## src/rtl/random1_pkg.sv

```systemverilog
// Shared constants and next-state function for the random1 Galois LFSR.
// Latency: n/a (package only).
// Backpressure: n/a (package only).
//
// Contents:
//   DEFAULT_WIDTH / DEFAULT_POLY / DEFAULT_SEED : generator defaults
//   MAX_WIDTH                                    : widest state lfsr_step supports
//   lfsr_step                                    : one Galois shift-right step
package random1_pkg;

  localparam int          DEFAULT_WIDTH = 16;
  localparam int          MAX_WIDTH     = 64;

  // x^16 + x^14 + x^13 + x^11 + 1 in shift-right Galois form.
  localparam logic [15:0] DEFAULT_POLY  = 16'hB400;
  localparam logic [15:0] DEFAULT_SEED  = 16'hACE1;

  typedef logic [MAX_WIDTH-1:0] lfsr_word_t;

  // The function works on a zero-extended word so one definition serves any
  // WIDTH up to MAX_WIDTH. The caller zero-extends the state and the mask.
  // Because both arrive zero-extended, the bits above WIDTH stay zero, so
  // truncating the result back to WIDTH is exact.
  function automatic lfsr_word_t lfsr_step(input lfsr_word_t state,
                                           input lfsr_word_t poly);
    lfsr_word_t shifted;
    shifted = state >> 1;
    return state[0] ? (shifted ^ poly) : shifted;
  endfunction

endpackage

```

## src/rtl/random1.sv

```systemverilog
// Pseudo-random word generator: a Galois LFSR with seed load and step enable.
// Latency: a seed load or a step appears on RANDOM_WORD one cycle after its edge.
// Backpressure: none; ENABLE gates stepping, and the generator holds while ENABLE is low.
//
// Ports:
//   CLK          in   1      rising-edge clock
//   RST          in   1      asynchronous active-low reset; loads DEFAULT_SEED
//   SEED_DAT     in   WIDTH  seed value, sampled only while SEED_STB=1
//   SEED_STB     in   1      seed-load strobe; has priority over ENABLE
//   ENABLE       in   1      advance one LFSR step per rising edge
//   RANDOM_WORD  out  WIDTH  registered LFSR state
module random1 #(
  parameter int               WIDTH        = random1_pkg::DEFAULT_WIDTH,
  parameter logic [WIDTH-1:0] POLY         = WIDTH'(random1_pkg::DEFAULT_POLY),
  parameter logic [WIDTH-1:0] DEFAULT_SEED = WIDTH'(random1_pkg::DEFAULT_SEED)
) (
  input  logic             CLK,
  input  logic             RST,
  input  logic [WIDTH-1:0] SEED_DAT,
  input  logic             SEED_STB,
  input  logic             ENABLE,
  output logic [WIDTH-1:0] RANDOM_WORD
);

  import random1_pkg::*;

  // Parameter sanity checks. A zero default seed would lock the LFSR in the
  // all-zero state. A mask without its top bit set makes the step
  // non-invertible, so zero could become reachable.
  generate
    if (WIDTH < 2 || WIDTH > MAX_WIDTH) begin : g_bad_width
      $error("random1: WIDTH must be in 2..%0d", MAX_WIDTH);
    end
    if (DEFAULT_SEED == '0) begin : g_bad_seed
      $error("random1: DEFAULT_SEED must be nonzero");
    end
    if (POLY[WIDTH-1] == 1'b0) begin : g_bad_poly
      $error("random1: POLY must have its top bit set");
    end
  endgenerate

  logic [WIDTH-1:0] state;

  // The upstream logic releases reset synchronously to CLK. The flop can
  // therefore step on the very first rising edge after RST goes high. No extra
  // release stage is added here, because one would delay that first step.
  always_ff @(posedge CLK or negedge RST) begin
    if (!RST) begin
      state <= DEFAULT_SEED;
    end else if (SEED_STB) begin
      // A zero seed would lock the generator, so it is replaced with the default.
      state <= (SEED_DAT == '0) ? DEFAULT_SEED : SEED_DAT;
    end else if (ENABLE) begin
      state <= WIDTH'(lfsr_step(MAX_WIDTH'(state), MAX_WIDTH'(POLY)));
    end
  end

  assign RANDOM_WORD = state;

endmodule

```

## config.mk

```make
export PLATFORM = sky130hd
export DESIGN_NAME = random1
export DESIGN_NICKNAME = d
export VERILOG_FILES = /design/src/rtl/random1_pkg.sv /design/src/rtl/random1.sv
export SDC_FILE = /design/constraint.sdc
export NUM_CORES = 1
export LEC_CHECK = 0
export ABC_CLOCK_PERIOD_IN_PS = 1870
export BUFFER_PORTS_ARGS = -buffer_cell sky130_fd_sc_hd__buf_4
export CAP_MARGIN = 40
export CORE_MARGIN = 2
export CORE_UTILIZATION = 49
export CTS_CLUSTER_SIZE = 40
export DETAILED_ROUTE_END_ITERATION = 7
export PLACE_DENSITY = 0.82
export SYNTH_ARGS = -nofsm -noshare
export SYNTH_HDL_FRONTEND = slang
export SYNTH_SLANG_ARGS = --single-unit
```

## constraint.sdc

```tcl
create_clock -name CLK -period 1.87 [get_ports CLK]
set_input_delay 0.187 -clock CLK [delete_from_list [all_inputs] [get_ports CLK]]
set_output_delay 0.187 -clock CLK [all_outputs]
set_load 0.02 [all_outputs]
```

; Word level (Yosys, flattened, before mapping)
; Index checks and enable logic that the tools add are counted.
[totals]
reg_bits = 16
word_cells = 8
out_inout_bits = 16
in_bits = 20
[op_classes]
muxes = 4
reduce_logical = 2
bitwise_logic = 1
[ops]
columns = cell, n
row1 = two-way mux 16 bit, 4
row2 = logical NOT 16 bit, 1
row3 = inverter 3 -> 4 bit, 1
row4 = nonzero test 2 bit, 1

; Depth between registers and ports, before layout
[logic_depth]
depth_word = 4
ltp_mapped = 4
depth_no_buf = 3

; Least setup slack after synthesis
; No wires, ideal clock.
[synth_path]
path_type = in2reg
startpoint = input port SEED_DAT[10]
endpoint = register state[6] (netlist: RANDOM_WORD[6])
cell_stages = 3
setup_time_ns = 0.061
required_time_ns = 1.809
arrival_time_ns = 1.415
n_path_buf = 0
path_slack_ns = 0.394
cell_sequence = or4_4 o41ai_4 o22a_1
[synth_between]
elab_chain_len = 3
[synth_lines]
columns = item, line
row1 = "start, declared", random1.sv:19  ; input logic [WIDTH-1:0] SEED_DAT,
row2 = logical NOT 16 bit, random1.sv:52  ; state <= (SEED_DAT == '0) ? DEFAULT_SEED : SEED_DAT;
row3 = two-way mux 16 bit, random1.sv:52
row4 = two-way mux 16 bit, random1.sv:50  ; end else if (SEED_STB) begin
row5 = "end signal, assigned", random1.sv:52
row6 = "end signal, assigned", random1.sv:54  ; state <= WIDTH'(lfsr_step(MAX_WIDTH'(state), MAX_WIDTH'(POLY)));
row7 = "end, declared", random1.sv:42  ; logic [WIDTH-1:0] state;
; No other way between the ends.
; A chain may end at the register's enable or synchronous reset.

; Final worst setup path
; Ends and elaborated chain as after synthesis.

==> flow_metrics.py <==
metrics = {
    "sta": {
        "relSlewSlack": 0.616,
        "setup_viol": 0,
        "fin_worst_skew_ns": 0.00418,
        "tightest_slew_ns": 0.574,
        "rsz0062_at_grt": "no",
        "final-hold-violation-count": 0,
        "whs_ns": 0.106,
        "fin_ws_ns": 0.407,
        "period_share": 0.782,
        "fin_crit_ns": 1.46,
        "max_freq_mhz": 683,
        "setup_tns_ns": 0,
        "drv_slew": 0,
    },
    "routing": {
        "vias_per_cell": 5.58,
        "vias": 681,
        "drt_wl_total_um": 1940,
        "first_pass_iters": 3,
        "avgRoutedWirePerCell_um": 15.9,
        "route.detailed.drc": 0,
        "ant_nets": 0,
        "drtIter0Drc": 5,
    },
    "layout": {
        "seq_area_um2": 410,
        "syn2layout_area_growth_pct": 36.9,
        "final_cells": 122,
        "diodes": 0,
        "multi_input_area_um2": 407,
        "final_util": 0.735,
        "num-fill-cells": 125,
        "drive_gt1_frac": 0.585,
        "layout.nets": 127,
        "final_area_mm2": 0.00115,
        "largest_register_ffs": 16,
    },
    "setup_path": {
        "cp_slowest_cell": "o41ai_4",
        "crit_required_ns": 2.11,
        "critPathLaunchType": "input pin",
        "critPathMaxFanout": 8,
        "rrSetupSlack_ns": 0.77,
        "crit_type": "in -> reg",
        "slowest_delay_ns": 0.63,
        "crit_path_end_kind": "flip-flop",
        "cp.arrival_ns": 1.70,
        "path_cells": "buf_4, or4_4, o41ai_4, o22a_1",
    },
    "floorplanning": {
        "die_y_um": 45.3,
        "io_pins": 36,
        "dieWidth_um": 45.3,
        "dieArea_mm2": 0.00205,
        "start_util": 0.537,
        "core_mm2": 0.00156,
        "rows": 14,
    },
    "synthesis": {
        "synth_top_area_frac": 0.251,
        "syn_area_per_cell_um2": 11.8,
        "synth_top_area_cell": "dfstp_2",
        "ys_async_sr_fraction": 1.00,
        "synth_edf_count": 0,
        "seq_area_frac_synth": 0.490,
        "synth_top_cells_by_area": "dfstp_2 25%, dfrtp_1 24%, mux2i_1 9.6%, mux2_2 8.1%, o22a_2 6.0%",
        "synth_cell_types": 18,
        "synth_cells": 71,
        "yosys-top-cells-count": "8 x dfrtp_1, 8 x dfstp_2, 8 x mux2i_1, 8 x nand2_1, 8 x o21ai_0",
        "syn_nets": 91,
        "synth-main-ff-cell": "dfstp_2",
        "yosysWarnings": 0,
        "ys_ff_latch": 16,
        "syn-cell-area_um2": 837,
    },
    "global_route": {
        "grt_use_met1": 0.245,
        "grt_most_used_layer": "met2",
        "grt_pass1_wl_um": 3110,
        "met2_usage": 0.403,
        "grt_pass1_vias": 720,
        "use_met3": 0.0280,
        "grt_overflow": 0,
        "antenna_found_initial": 0,
        "grtUsageTotal": 0.214,
        "grt_max_degree": 26,
    },
    "clocking": {
        "numCtsBuffers": 3,
        "cts_tree": "built",
        "post_cts_buffers": 0,
        "clk_pin_slew_ns": 0.10,
        "htree_num_levels": 1,
        "cts_root_buf": "clkbuf_4",
        "cts_sinks": 16,
        "cts.path.max_buffers": 2,
        "insertion_delay_ns": 0.29,
        "post_cts_resized": 0,
    },
    "run_status": {
        "status": "complete, no violations",
    },
    "place": {
        "dp_hpwl_um": 1470,
        "io_buffers": 35,
        "routabilityCongestion": 0.751,
        "dp_slack_ns": 0.0954,
        "placedCellCount": 117,
        "place_area_mm2": 0.00110,
    },
    "power_and_ir_drop": {
        "finalPower_uw": 931,
        "p_leak_nw": 0.533,
        "vdd_drop_max_v": 0.000497,
        "power_per_cell_area_mw_per_mm2": 812,
    },
    "job": {
        "cap_violations": 0,
    },
    "min_path": {
        "worstHoldPathType": "in -> reg",
    },
}
[final timing paths]
| check | startpoint | end | cells after the start |
|---|---|---|---|
| min in group asynchronous | RST | RANDOM_WORD[4]$_DFFE_PN0P_ | 2 |
| max in group asynchronous | RST | RANDOM_WORD[13]$_DFFE_PN1P_ | 2 |
| worst min-delay path | SEED_DAT[2] | RANDOM_WORD[2]$_DFFE_PN0P_ | 3 |
| worst max register to register | RANDOM_WORD[0]$_DFFE_PN1P_ | RANDOM_WORD[13]$_DFFE_PN1P_ | 3 |
| worst min register to register | RANDOM_WORD[12]$_DFFE_PN0P_ | RANDOM_WORD[12]$_DFFE_PN0P_ | 2 |
| worst max-delay path | SEED_DAT[10] | RANDOM_WORD[6]$_DFFE_PN1P_ | 4 |
[metal layers]
metal,up-vias,part of all wire
li1,331,-
met1,325,0.41
met2,23,0.53
met3,2,0.050
met4,0,0.011
met5,-,0
[kinds of logic after synthesis]
| logic type | share of synthesized area |
|---|---|
| buffers and inverters | 0.0239 |
| xor gates and xnor gates | 0.0314 |
| DFF | 0.490 |
| AOI/OAI and AO/OA | 0.184 |
| and+or+nand+nor | 0.0942 |
| muxes | 0.176 |
[final cells by class]
| cell class | count | area share |
|---|---|---|
| tap | 16 | 0.0175 |
| clock buffer | 4 | 0.0317 |
| timing repair buffer | 36 | 0.238 |
| multi-input combinational | 50 | 0.355 |
| sequential | 16 | 0.358 |
[critical path: cells and delay by family]
kind | cells | cell delay [ns]
simple gates | 1 | 0.54
compound gates | 2 | 0.86
buf+inv | 1 | 0.11
[placed cells by master (no fill, tap or decap)]
master and n:
o22a_1 3, dfstp_2 8, clkbuf_8 1, a21oi_1 2
o22a_2 5, xor2_1 1, o21ai_0 8, xnor2_1 2
or4_1 1, dlygate4sd3_1 1, nand2_1 8, clkbuf_4 3
o41ai_4 1, nor2_1 2, or4_4 3, mux2i_1 8
dfrtp_1 8, buf_4 35, mux2_2 6
[report_power, final]
part	internal (mW)	leakage [nW]	switching (mW)	total (mW)
Clock	0.119	0.0210	0.116	0.235
Sequential	0.399	0.181	0.0354	0.434
Combinational	0.136	0.331	0.126	0.262
Total	0.654	0.533	0.277	0.931
[repair_timing]
item / CTS / global route
endpoints found under the setup margin: 0 / 0
hold buffers: 1 / 0
hold endpoints to repair: 16 / 0
(Power assumes the default switching activity.)
